## src/rtl/clz_pkg.sv

```systemverilog
// Shared types and helpers for the pipelined leading/trailing run counter.
// clz_prep folds every mode onto a plain leading-zero search.
package clz_pkg;

    typedef enum logic [1:0] {
        CLZ_LZ = 2'b00,
        CLZ_LO = 2'b01,
        CLZ_TZ = 2'b10,
        CLZ_TO = 2'b11
    } clz_mode_e;

    // Upper bound on W_IN accepted by clz_prep.
    localparam int CLZ_MAX_W = 512;

    function automatic int clz_n_seg(input int w_in, input int chunk);
        return (w_in + chunk - 1) / chunk;
    endfunction

    function automatic int clz_w_pad(input int w_in, input int chunk);
        return clz_n_seg(w_in, chunk) * chunk;
    endfunction

    // Operates on the low w bits. Ones-runs invert, trailing runs bit-reverse.
    function automatic logic [CLZ_MAX_W-1:0] clz_prep(input logic [CLZ_MAX_W-1:0] d,
                                                      input int w, input clz_mode_e m);
        logic [CLZ_MAX_W-1:0] x;
        logic [CLZ_MAX_W-1:0] r;
        x = (m == CLZ_LO || m == CLZ_TO) ? ~d : d;
        r = x;
        if (m == CLZ_TZ || m == CLZ_TO) begin
            r = '0;
            for (int i = 0; i < CLZ_MAX_W; i++) begin
                if (i < w) r[i] = x[w-1-i];
            end
        end
        return r;
    endfunction

endpackage

```

## src/rtl/clz_pipe_chunk.sv

```systemverilog
// Combinational leading-zero count of one CHUNK-bit segment plus all-zero flag.
// o_lcnt is only meaningful when o_zero is low.
module clz_chunk #(
    parameter int CHUNK  = 8,
    parameter int W_LCNT = $clog2(CHUNK)
) (
    input  logic [CHUNK-1:0]  i_data,
    output logic [W_LCNT-1:0] o_lcnt,
    output logic              o_zero
);
    int   w_n;
    logic w_found;

    always_comb begin
        w_n     = 0;
        w_found = 1'b0;
        for (int i = 0; i < CHUNK; i++) begin
            if (!w_found) begin
                if (i_data[CHUNK-1-i]) w_found = 1'b1;
                else                   w_n = w_n + 1;
            end
        end
        o_zero = ~w_found;
        o_lcnt = w_found ? W_LCNT'(w_n) : '0;
    end
endmodule

```

## src/rtl/clz_pipe.sv

```systemverilog
// Two-stage valid/ready leading/trailing zero/one counter with normalised output.
// S1 registers per-segment counts; S2 priority-selects, barrel-shifts and registers.
module clz_pipe
    import clz_pkg::*;
#(
    parameter int W_IN  = 32,
    parameter int CHUNK = 8,
    parameter int W_TAG = 4,
    parameter int W_CNT = $clog2(W_IN + 1)
) (
    input  logic              clk,
    input  logic              rst,
    input  logic              in_valid,
    output logic              in_ready,
    input  logic [W_IN-1:0]   in_data,
    input  logic [1:0]        in_mode,
    input  logic [W_TAG-1:0]  in_tag,
    output logic              out_valid,
    input  logic              out_ready,
    output logic [W_CNT-1:0]  out_count,
    output logic              out_all,
    output logic [W_IN-1:0]   out_norm,
    output logic [W_TAG-1:0]  out_tag
);
    localparam int N_SEG  = clz_n_seg(W_IN, CHUNK);
    localparam int W_PAD  = clz_w_pad(W_IN, CHUNK);
    localparam int W_LCNT = $clog2(CHUNK);

    // Handshake: a beat moves on a port at a rising edge where valid && ready.
    // A stage loads when empty or when its occupant moves on the same edge;
    // out_ready reaches in_ready combinationally through these terms.
    logic w_s2_load;
    logic w_s1_load;
    logic w_s1_take;

    logic r_s1_valid;
    logic r_s2_valid;

    assign w_s2_load = ~r_s2_valid | out_ready;
    assign w_s1_load = ~r_s1_valid | w_s2_load;
    assign w_s1_take = w_s1_load & in_valid;
    assign in_ready  = w_s1_load;
    assign out_valid = r_s2_valid;

    logic [CLZ_MAX_W-1:0] w_prep_ext;
    logic [W_PAD-1:0]     w_padded;
    logic [W_LCNT-1:0]    w_lcnt [N_SEG];
    logic [N_SEG-1:0]     w_zero;

    assign w_prep_ext = clz_prep(CLZ_MAX_W'(in_data), W_IN, clz_mode_e'(in_mode));

    // Ones below the LSB stop the search, capping the count at W_IN.
    always_comb begin
        w_padded = '1;
        w_padded[W_PAD-1 -: W_IN] = w_prep_ext[W_IN-1:0];
    end

    for (genvar g = 0; g < N_SEG; g++) begin : g_seg
        clz_chunk #(.CHUNK(CHUNK), .W_LCNT(W_LCNT)) u_chunk (
            .i_data (w_padded[W_PAD-1-g*CHUNK -: CHUNK]),
            .o_lcnt (w_lcnt[g]),
            .o_zero (w_zero[g])
        );
    end

    logic [W_LCNT-1:0] r_s1_lcnt [N_SEG];
    logic [N_SEG-1:0]  r_s1_zero;
    logic [W_IN-1:0]   r_s1_data;
    clz_mode_e         r_s1_mode;
    logic [W_TAG-1:0]  r_s1_tag;

    always_ff @(posedge clk) begin
        if (rst) begin
            r_s1_valid <= 1'b0;
            r_s1_zero  <= '0;
            r_s1_data  <= '0;
            r_s1_mode  <= CLZ_LZ;
            r_s1_tag   <= '0;
            for (int g = 0; g < N_SEG; g++) r_s1_lcnt[g] <= '0;
        end else if (w_s1_load) begin
            r_s1_valid <= in_valid;
            if (w_s1_take) begin
                r_s1_zero <= w_zero;
                r_s1_data <= in_data;
                r_s1_mode <= clz_mode_e'(in_mode);
                r_s1_tag  <= in_tag;
                for (int g = 0; g < N_SEG; g++) r_s1_lcnt[g] <= w_lcnt[g];
            end
        end
    end

    int               w_n;
    logic             w_found;
    logic [W_CNT-1:0] w_cnt;
    logic [W_IN-1:0]  w_norm;

    always_comb begin
        w_n     = W_IN;
        w_found = 1'b0;
        for (int g = 0; g < N_SEG; g++) begin
            if (!w_found && !r_s1_zero[g]) begin
                w_found = 1'b1;
                w_n     = g * CHUNK + int'(r_s1_lcnt[g]);
            end
        end
        w_cnt  = W_CNT'(w_n);
        w_norm = r_s1_mode[1] ? (r_s1_data >> w_cnt) : (r_s1_data << w_cnt);
    end

    logic [W_CNT-1:0] r_out_count;
    logic             r_out_all;
    logic [W_IN-1:0]  r_out_norm;
    logic [W_TAG-1:0] r_out_tag;

    always_ff @(posedge clk) begin
        if (rst) begin
            r_s2_valid  <= 1'b0;
            r_out_count <= '0;
            r_out_all   <= 1'b0;
            r_out_norm  <= '0;
            r_out_tag   <= '0;
        end else if (w_s2_load) begin
            r_s2_valid <= r_s1_valid;
            if (r_s1_valid) begin
                r_out_count <= w_cnt;
                r_out_all   <= (w_n == W_IN);
                r_out_norm  <= w_norm;
                r_out_tag   <= r_s1_tag;
            end
        end
    end

    assign out_count = r_out_count;
    assign out_all   = r_out_all;
    assign out_norm  = r_out_norm;
    assign out_tag   = r_out_tag;
endmodule

```

## config.mk

```make
export PLATFORM = sky130hd
export DESIGN_NAME = clz_pipe
export DESIGN_NICKNAME = d
export VERILOG_FILES = /design/src/rtl/clz_pkg.sv /design/src/rtl/clz_pipe_chunk.sv /design/src/rtl/clz_pipe.sv
export SDC_FILE = /design/constraint.sdc
export NUM_CORES = 1
export LEC_CHECK = 0
export BUFFER_PORTS_ARGS = -buffer_cell sky130_fd_sc_hd__buf_4
export CORE_ASPECT_RATIO = 0.7
export CORE_MARGIN = 5
export CORE_UTILIZATION = 45
export DETAILED_ROUTE_END_ITERATION = 10
export GPL_TIMING_DRIVEN = 0
export PLACE_DENSITY_LB_ADDON = 0.25
export SYNTH_ARGS = -nofsm -noshare
export SYNTH_HDL_FRONTEND = slang
export SYNTH_SLANG_ARGS = --single-unit
```

## constraint.sdc

```tcl
create_clock -name clk -period 10.3 [get_ports clk]
set_input_delay 0 -clock clk [delete_from_list [all_inputs] [get_ports clk]]
set_output_delay 0 -clock clk [all_outputs]
set_load 0.01 [all_outputs]
```

==> results of run 1 <==
==> state kept, by name, indices dropped and copies added (netlist names), 4 cells and up <==
signal     cells
out_count      6
r_s1_lcnt     12
r_s1_data     32
out_tag        4
r_s1_tag       4
r_s1_zero      4
out_norm      32
==> final timing paths <==
| check | to | cells after the start | start | slack (ns) |
|---|---|---|---|---|
| worst min register to register | out_tag[2]$_SDFFE_PP0P_ | 2 | out_tag[2]$_SDFFE_PP0P_ | 0.46 |
| worst max register to register | out_norm[6]$_SDFFE_PP0P_ | 8 | r_s1_zero[0]$_SDFFE_PP0P_ | 6.04 |
| worst max-delay path | out_norm[6]$_SDFFE_PP0P_ | 8 | r_s1_zero[0]$_SDFFE_PP0P_ | 6.04 |
| worst min-delay path | r_s1_tag[2]$_SDFFE_PP0P_ | 3 | in_tag[2] | 0.37 |
==> stage by stage <==
step	std cells	utilization (%)	hold slack [ns]
floorplan	1198	-	0.117
global placement	1558	50.2	0.211
global route	1613	53.4	0.397
detailed placement	1558	50.2	0.218
CTS	1613	53.4	0.367
finish	1613	53.4	0.374
==> worst max-delay path, stage by stage (launching register included) <==
cell	delay [ns]
dfxtp_1	0.32
buf_2	0.18
clkinv_1	0.45
a21oi_2	0.62
clkbuf_1	0.52
clkbuf_1	0.62
buf_1	0.74
o21ai_0	0.36
a32o_1	0.32
==> where the power goes <==
group          total, mW  switching (mW)  internal [mW]  leakage [nW]
combinational      0.491           0.314          0.177          3.55
clock              0.342           0.173          0.169         0.144
sequential         0.432          0.0238          0.409         0.838
total               1.27           0.511          0.754          4.53
==> cells in the mapped netlist (5+ instances only) <==
cell type	number	share of area, %
o21bai_1	6	0.48
and2_1	12	0.80
or3_1	12	0.80
a21oi_1	62	3.3
o21ai_0	51	2.7
nor2b_1	12	0.80
and3_1	29	1.9
a31oi_1	17	1.1
buf_4	7	0.56
o31ai_1	9	0.72
or2_2	13	0.87
inv_1	15	0.60
o211ai_1	12	0.96
mux2i_1	114	12
nand2b_1	7	0.47
o22a_1	5	0.47
a311oi_1	6	0.56
nand2_1	150	6.0
a21boi_0	10	0.80
buf_6	6	0.72
o221ai_1	5	0.47
a22oi_1	13	1.0
o22ai_1	20	1.3
dfxtp_1	86	18
a22o_1	39	3.6
mux4_2	12	2.9
a211oi_1	28	2.2
a32o_1	8	0.85
mux2_2	22	2.6
edfxtp_1	12	3.8
nor2_1	98	3.9
a21o_1	10	0.80
buf_1	11	0.44
a221oi_1	9	0.84
nor3_1	26	1.4
o21a_1	5	0.40
buf_2	33	1.8
xnor2_1	30	2.8
a32oi_1	8	0.75
ha_1	12	1.6
a211o_1	7	0.65
clkbuf_1	46	1.8
nand3_1	32	1.7
==> logic make-up (layout without fill, tap and decap cells) <==
logic type,count (synthesis),count (layout),synth area share [%]
buffers and inverters,122,261,6.09
muxes,148,148,17.7
DFF,98,98,22.2
xor gates and xnor gates,31,31,2.89
AOI/OAI and AO/OA,379,379,29.3
and+or+nand+nor,408,408,20.2
adders and majority gates,12,12,1.60
==> per-layer routing <==
metal | track usage [%] | part of all wire, % | vias to the layer above
li1 | - | - | 4770
met2 | 51.9 | 37 | 1022
met3 | 20.9 | 19 | 159
met1 | 55.7 | 41 | 5494
met5 | 0 | 0.029 | -
met4 | 10.6 | 3.1 | 2
==> final cells by class <==
cell class / instances / share of cell area [%]
Sequential cell: 98 / 18.9
Multi-Input combinational cell: 978 / 61.0
Timing Repair Buffer: 123 / 9.25
Tap cell: 276 / 3.13
Buffer: 104 / 4.57
Clock inverter: 7 / 0.544
Inverter: 18 / 0.612
Clock buffer: 9 / 2.04
==> repair_timing <==
item                                   CTS  global route
endpoints found under the hold margin   38             0
hold buffers                            39             0
buffers inserted                         0             0
==> flow_summary_export.csv, run 1 <==
group,metric,value,unit
outcome,outcome,"complete, no violations",
min_path,hold_class,"in2reg",
drt,drt_iter0_markers,2258,
sta,relSlewSlack,28.5,%
clock_tree,clk_pin_slew,0.08,ns
logic_synthesis,netlist_area,0.00938,mm^2
finish,final_common_cell,"nand2_1",
placement,dp_hpwl,38.3,mm
finish,nNetsFinal,1386,
finish,final-seq-area,0.00208,mm^2
job,cap_violations,0,
global_route,grt_first_pass_wirelength,69.9,mm
floorplanning,die_y,131,um
logic_synthesis,synth-edff-count,12,
logic_synthesis,synth_nets,1252,
clock_tree,clk_path_buf_depth,2,
sta,tns,0,ns
logic_synthesis,ys_async_sr_fraction,0,%
logic_synthesis,yosysSeqAreaShare,22.2,%
logic_synthesis,yosysWarnings,0,
global_route,grt_max_degree,19,
worst_setup_path,worst_ep_arrival_time,4.54,ns
drt,drc,0,
global_route,grt_pass1_vias,10400,
clock_tree,clk_latency,0.38,ns
sta,max_freq,0.235,GHz
clock_tree,cts_sinks,98,
clock_tree,cts_tree,"built",
placement,port_buffers,84,
global_route,antenna_found_initial,0,
worst_setup_path,critPathRequiredTime,10.58,ns
finish,drive_above_1_share,15.9,%
placement,gp_congestion,1.10,
clock_tree,cts-buffers-inserted,9,
logic_synthesis,ys_ff_latch,98,
floorplanning,fp.dieArea,0.0239,mm^2
floorplanning,die_x,183,um
placement,placed_area,0.0104,mm^2
finish,multi_input_area,0.00673,mm^2
global_route,overflow,0,
worst_setup_path,cp-start-kind,"flip-flop",
finish,synthToLayoutAreaGrowth,17.6,%
sta,min_period_over_period,41.4,%
drt,via_per_inst,7.10,
drt,antenna_left,0,
finish,n_fill_cell,2046,
clock_tree,root_buffer,"clkbuf_16",
logic_synthesis,ys_types,88,
sta,finalMaxSlewViolations,0,
power_and_ir_drop,power_density,115,mW/mm^2
floorplanning,rows,44,
power_and_ir_drop,irDropWorstVdd,0.0945,mV
sta,rsz0062_at_grt,"false",
drt,vias,11400,
clock_tree,cts-resized-gates,0,
floorplanning,fp.coreArea,0.0206,mm^2
finish,layout_common_cells,"150 x nand2_1, 114 x mux2i_1, 98 x nor2_1",
finish,diodes,0,
sta,setup_violations,0,
power_and_ir_drop,p_leak,4.53,nW
sta,timing.final.ws_setup,6.04,ns
logic_synthesis,synth_ff_type,"dfxtp_1",
drt,wl_per_cell,30.1,um
power_and_ir_drop,power.total,1.27,mW
global_route,gr-usage-all-layers,39.5,%
worst_setup_path,crit_type,"reg2reg",
finish,stdcell_area,0.0110,mm^2
sta,hold_violations,0,
sta,layout_min_cycle_time,4.26,ns
placement,pre_cts_slack,5.93,ns
sta,tightest_slew,1.07,ns
clock_tree,cts.htree.levels,3,
worst_setup_path,crit_fanout,10,
logic_synthesis,synthCells,1198,
drt,wl,48.5,mm
sta,fin_skew,0.0118,ns
floorplanning,pin_count,87,
logic_synthesis,syn_avg_cell_area,7.83,um^2
drt,dr.pass1.iters,10,
floorplanning,start_util,45.4,%
worst_setup_path,cp-end-kind,"flip-flop",
Power figures use the tool's default switching activity.
==> run 2: changes to the inputs <==
==> constraint.sdc (replaced) <==
create_clock -name clk -period 4 [get_ports clk]
set_input_delay 0 -clock clk [delete_from_list [all_inputs] [get_ports clk]]
set_output_delay 0 -clock clk [all_outputs]
set_load 0.01 [all_outputs]
==> run 2 against run 1 <==
The run now ends with negative setup slack left. Clock-buffer cell count unchanged. Wire length about the same. Clock power increased to 2.6 times the previous value. Setup slack got worse by 6.1 ns.
==> flow_summary_export.csv, run 2 (synthesized netlist as in run 1, its figures left out) <==
group,metric,value,unit
power_and_ir_drop,seqPwrFrac,34.1,%
worst_setup_path,crit_type,"reg2reg",
placement,placed_area,0.0104,mm^2
sta,fin_skew,0.0121,ns
floorplanning,die_x,183,um
global_route,grt_use_met1,55.7,%
sta,relSlewSlack,28.1,%
sta,rsz0062_at_grt,"false",
global_route,gr-usage-all-layers,39.5,%
drt,vias,11500,
drt,antenna_left,0,
sta,max_freq,0.248,GHz
power_and_ir_drop,power_density,295,mW/mm^2
finish,layout_common_cells,"150 x nand2_1, 114 x mux2i_1, 98 x nor2_1",
global_route,use_met2,51.9,%
floorplanning,pin_count,87,
power_and_ir_drop,p_leak,4.55,nW
sta,hold_violations,0,
power_and_ir_drop,power.total,3.26,mW
worst_setup_path,critPathRequiredTime,4.29,ns
global_route,grt_pass1_vias,10400,
global_route,grt.busiest_layer,"met1",
sta,tightest_slew,1.07,ns
sta,min_period_over_period,101,%
power_and_ir_drop,irDropWorstVdd,0.244,mV
clock_tree,cts-buffers-inserted,9,
floorplanning,rows,44,
finish,drive_above_1_share,16.4,%
power_and_ir_drop,clkPwrFrac,27.1,%
global_route,grt_max_degree,19,
worst_setup_path,worst_ep_arrival_time,4.31,ns
power_and_ir_drop,p_int,1.94,mW
finish,nNetsFinal,1386,
global_route,antenna_found_initial,0,
drt,drc,0,
clock_tree,clk_latency,0.38,ns
outcome,violations,"negative setup slack",
floorplanning,start_util,45.4,%
worst_setup_path,crit_fanout,10,
finish,stdcell_area,0.0111,mm^2
sta,holdWs,0.371,ns
clock_tree,clk_path_buf_depth,2,
drt,dr.pass1.iters,7,
finish,synthToLayoutAreaGrowth,17.8,%
clock_tree,cts_tree,"built",
sta,layout_min_cycle_time,4.03,ns
power_and_ir_drop,power_frac_comb,38.8,%
sta,timing.final.ws_setup,-0.0294,ns
power_and_ir_drop,switching_share,40.5,%
global_route,overflow,0,
drt,wl,48.5,mm
sta,tns,-0.0294,ns
min_path,hold_class,"in2reg",
drt,drt_iter0_markers,2254,
global_route,grt_first_pass_wirelength,69.9,mm
worst_setup_path,cp-end-kind,"flip-flop",
clock_tree,cts.htree.levels,3,
power_and_ir_drop,p_sw,1.32,mW
finish,final_common_cell,"nand2_1",
drt,via_per_inst,7.11,
clock_tree,cts_sinks,98,
floorplanning,fp.coreArea,0.0206,mm^2
job,cap_violations,0,
floorplanning,die_y,131,um
clock_tree,root_buffer,"clkbuf_16",
worst_setup_path,cp-start-kind,"flip-flop",
global_route,gr-usage-met3,20.9,%
drt,wl_per_cell,30.0,um
placement,gp_congestion,1.10,
sta,finalMaxSlewViolations,0,
floorplanning,fp.dieArea,0.0239,mm^2
placement,dp_hpwl,38.3,mm
clock_tree,clk_pin_slew,0.08,ns
outcome,outcome,"finished, violations left",
placement,port_buffers,84,
sta,setup_violations,1,
## run 2: cell types whose count changed in the layout (fill, tap and decap cells not counted), sizes merged
| cell | previous run | this run |
|---|---|---|
| buf | 141 | 135 |
| clkbuf | 56 | 62 |
| clkinv | 4 | 3 |
| clkinvlp | 0 | 1 |
| diode | 0 | 1 |
## run 2: per-stage QoR
stage	std cells	utilization (%)	worst slack (ns)
4_1_cts	1613	53.4	0.0104
5_1_grt	1613	53.5	0.0213
3_3_place_gp	1558	50.2	-0.298
2_1_floorplan	1198	-	0.452
6_report	1614	53.5	-0.0294
3_5_place_dp	1558	50.2	-0.373
## run 2: path summary, 6_finish.rpt
path	from	endpoint	slack (ns)	cells past startpoint
worst max-delay path	r_s1_zero[3]$_SDFFE_PP0P_	out_norm[3]$_SDFFE_PP0P_	-0.03	10
worst min register to register	out_tag[2]$_SDFFE_PP0P_	out_tag[2]$_SDFFE_PP0P_	0.46	2
worst min-delay path	in_tag[2]	r_s1_tag[2]$_SDFFE_PP0P_	0.37	3
worst max register to register	r_s1_zero[3]$_SDFFE_PP0P_	out_norm[3]$_SDFFE_PP0P_	-0.03	10
## run 2: power groups by stage
| stage | combinational, mW | sequential, mW | clock (mW) |
|---|---|---|---|
| after floorplan | 0.717 | 1.12 | 0 |
| after global placement | 1.16 | 1.13 | 0 |
| after detailed placement | 1.16 | 1.13 | 0 |
| after CTS | 1.19 | 1.11 | 0.890 |
| after global routing | 1.31 | 1.12 | 0.912 |
| final | 1.27 | 1.11 | 0.885 |
## run 2: what timing repair did
action,in CTS,in global routing
buffers inserted,0,0
setup endpoints to repair,0,16
gates resized for setup,0,12
endpoints found under the hold margin,38,0
hold buffers,39,0
## run 2: final cells by class
class	count	area, um^2
Fill cell	2047	9590
Antenna cell	1	2.50
Inverter	18	71.3
Clock buffer	9	225
Timing Repair Buffer	123	1020
Tap cell	276	345
Buffer	104	517
Clock inverter	7	60.1
Sequential cell	98	2080
Multi-Input combinational cell	978	6730
## run 2: metal layers
layer,wire length (um),vias to the layer above
li1,-,4793
met1,20100,5523
met2,17700,997
met3,9040,165
met4,1610,4
met5,33,-
## run 2: worst max-delay path: stages, from the launching register on
cell      delay [ns]
dfxtp_1         0.54
and4b_1         0.32
and2_1          0.18
buf_2           0.21
nor2_2          0.45
buf_2           0.41
buf_1           0.69
nor2_1          0.19
o32ai_1         0.52
a211oi_1        0.14
o31ai_1         0.28
==> run 3: changes to the inputs <==
--- a/config.mk
+++ b/config.mk
@@ -11,7 +11,7 @@
 export CORE_UTILIZATION = 45
 export DETAILED_ROUTE_END_ITERATION = 10
 export GPL_TIMING_DRIVEN = 0
-export PLACE_DENSITY_LB_ADDON = 0.25
+export PLACE_DENSITY = 0.67
 export SYNTH_ARGS = -nofsm -noshare
 export SYNTH_HDL_FRONTEND = slang
 export SYNTH_SLANG_ARGS = --single-unit
==> run 3 against run 2 <==
The run now ends clean. Critical endpoint is now out_norm[26]$_SDFFE_PP0P_. Global-route usage is 1.2 points higher. Hold slack better by 0.0057 ns. Via count fell by 0.59%. Clock skew fell by 0.0059 ns. Cell count barely moved.
==> flow_summary_export.csv, run 3 (synthesized netlist as in run 1, its figures left out) <==
group,metric,value,unit
outcome,outcome,"complete, no violations",
power_and_ir_drop,p_leak,4.54,nW
clock_tree,clk_latency,0.37,ns
floorplanning,fp.coreArea,0.0206,mm^2
worst_setup_path,path_buf_inv,3,
sta,tns,0,ns
finish,drive_above_1_share,16.3,%
sta,hold_violations,0,
floorplanning,die_x,183,um
worst_setup_path,crit_path_cell_trace,"buf_6 -> nand4b_1 -> nand2_1 -> o21a_1 -> buf_4 -> buf_2 -> mux2i_1 -> mux2i_1 -> mux2_2 -> o21ai_0 -> o22ai_1",
placement,gp_congestion,1.07,
worst_setup_path,worst_ep_arrival_time,4.21,ns
floorplanning,die_y,131,um
finish,diodes,0,
sta,finalMaxSlewViolations,0,
sta,min_period_over_period,99.6,%
sta,max_freq,0.251,GHz
clock_tree,cts_tree,"built",
worst_setup_path,reg2reg_slack,0.02,ns
finish,stdcell_area,0.0111,mm^2
worst_setup_path,worstReg2RegEnd,"out_norm[26]$_SDFFE_PP0P_",
worst_setup_path,cp_top_family,"simple AND/OR/NAND/NOR gates",
floorplanning,start_util,45.4,%
job,cap_violations,0,
min_path,hold_class,"in2reg",
global_route,grt_first_pass_wirelength,71.4,mm
drt,wl_per_cell,30.7,um
finish,final-seq-area,0.00208,mm^2
placement,dp_hpwl,39.0,mm
global_route,grt_max_degree,19,
drt,drc,0,
floorplanning,fp.dieArea,0.0239,mm^2
floorplanning,rows,44,
global_route,grt_pass1_vias,10600,
sta,rsz0062_at_grt,"true",
drt,via_per_inst,7.08,
sta,relSlewSlack,24.7,%
drt,wl,49.6,mm
floorplanning,pin_count,87,
clock_tree,cts_sinks,98,
finish,postLayoutCoreUtil,53.5,%
sta,tightest_slew,1.12,ns
clock_tree,cts.htree.levels,3,
clock_tree,root_buffer,"clkbuf_16",
sta,layout_min_cycle_time,3.98,ns
power_and_ir_drop,irDropWorstVdd,0.247,mV
drt,dr.pass1.iters,6,
sta,setup_violations,0,
min_path,holdPathEnd,"out_norm[12]$_SDFFE_PP0P_",
global_route,antenna_found_initial,2,
drt,vias,11400,
drt,drt_iter0_markers,1868,
worst_setup_path,rr_worst_depth,11,
min_path,hp-start,"rst",
worst_setup_path,crit_top_cell,"mux2i_1",
power_and_ir_drop,power_density,294,mW/mm^2
worst_setup_path,r2r-start,"r_s1_zero[1]$_SDFFE_PP0P_",
clock_tree,cts-buffers-inserted,9,
worst_setup_path,cp-start-kind,"flip-flop",
drt,antenna_left,0,
worst_setup_path,crit_type,"reg2reg",
finish,multi_input_area,0.00674,mm^2
finish,n_fill_cell,1984,
clock_tree,clk_pin_slew,0.07,ns
global_route,gr-usage-all-layers,40.7,%
min_path,min_path_cells,3,
placement,port_buffers,84,
sta,fin_skew,0.00619,ns
worst_setup_path,crit_fanout,10,
worst_setup_path,cpPeakStageDelay,0.56,ns
finish,nNetsFinal,1386,
worst_setup_path,cp-end-kind,"flip-flop",
finish,synthToLayoutAreaGrowth,17.8,%
worst_setup_path,critPathRequiredTime,4.23,ns
sta,holdWs,0.377,ns
global_route,overflow,0,
placement,placed_area,0.0104,mm^2
finish,final_common_cell,"nand2_1",
worst_setup_path,critPathSlowestCell,"nand4b_1",
clock_tree,post_cts_buffers,0,
finish,layout_common_cells,"150 x nand2_1, 114 x mux2i_1, 98 x nor2_1",
clock_tree,clk_path_buf_depth,2,
[run 3: worst reg2reg max path, stage by stage (launching register included)]
cell and delay (ns):
dfxtp_1 0.44, buf_6 0.21, nand4b_1 0.57, nand2_1 0.46, o21a_1 0.17, buf_4 0.22
buf_2 0.35, mux2i_1 0.29, mux2i_1 0.13, mux2_2 0.34, o21ai_0 0.51, o22ai_1 0.18
[run 3: worst max-delay path by stage]
stage,from,to,slack (ns),depth (start not counted)
after floorplan,in_mode[1],r_s1_lcnt[1][1]$_SDFFCE_PN0P_,0.45,16
after global placement,r_s1_zero[0]$_SDFFE_PP0P_,out_norm[6]$_SDFFE_PP0P_,-0.27,8
after detailed placement,in_mode[1],r_s1_lcnt[1][1]$_SDFFCE_PN0P_,-0.36,16
after CTS,in_mode[1],r_s1_lcnt[1][1]$_SDFFCE_PN0P_,0.02,16
after global routing,in_mode[1],r_s1_lcnt[0][1]$_SDFFCE_PN0P_,-0.03,16
final,r_s1_zero[1]$_SDFFE_PP0P_,out_norm[26]$_SDFFE_PP0P_,0.02,11
[run 3: what timing repair did]
item,CTS,global route
gates resized for setup,2,13
pin swaps,0,0
endpoints found under the hold margin,38,0
hold buffers,39,0
endpoints found under the setup margin,2,10
[run 3: layout make-up]
class	instances	area share [%]
Multi-Input combinational cell	978	61.0
Sequential cell	98	18.8
Timing Repair Buffer	123	9.24
Buffer	104	4.66
Tap cell	276	3.12
Clock buffer	10	2.07
Inverter	18	0.623
Clock inverter	6	0.419
[run 3: through the flow]
stage | worst slack [ns] | total power [mW] | cells
after floorplan | 0.452 | 1.84 | 1198
after global placement | -0.267 | 2.31 | 1558
after detailed placement | -0.361 | 2.30 | 1558
after CTS | 0.0246 | 3.18 | 1613
after global routing | -0.0330 | 3.34 | 1613
final | 0.0165 | 3.25 | 1613
[run 3: per-layer routing]
layer,global-route usage [%],part of all wire [%],vias to the layer above
met5,0,0.026,-
met4,14.8,3.8,2
met3,20.9,18,151
met2,54.6,38,957
met1,55.4,41,5513
li1,-,-,4791
[run 3: where the power goes]
group | internal, mW | switching [mW]
Combinational | 0.458 | 0.821
Clock | 0.430 | 0.425
Sequential | 1.05 | 0.0633
Total | 1.94 | 1.31
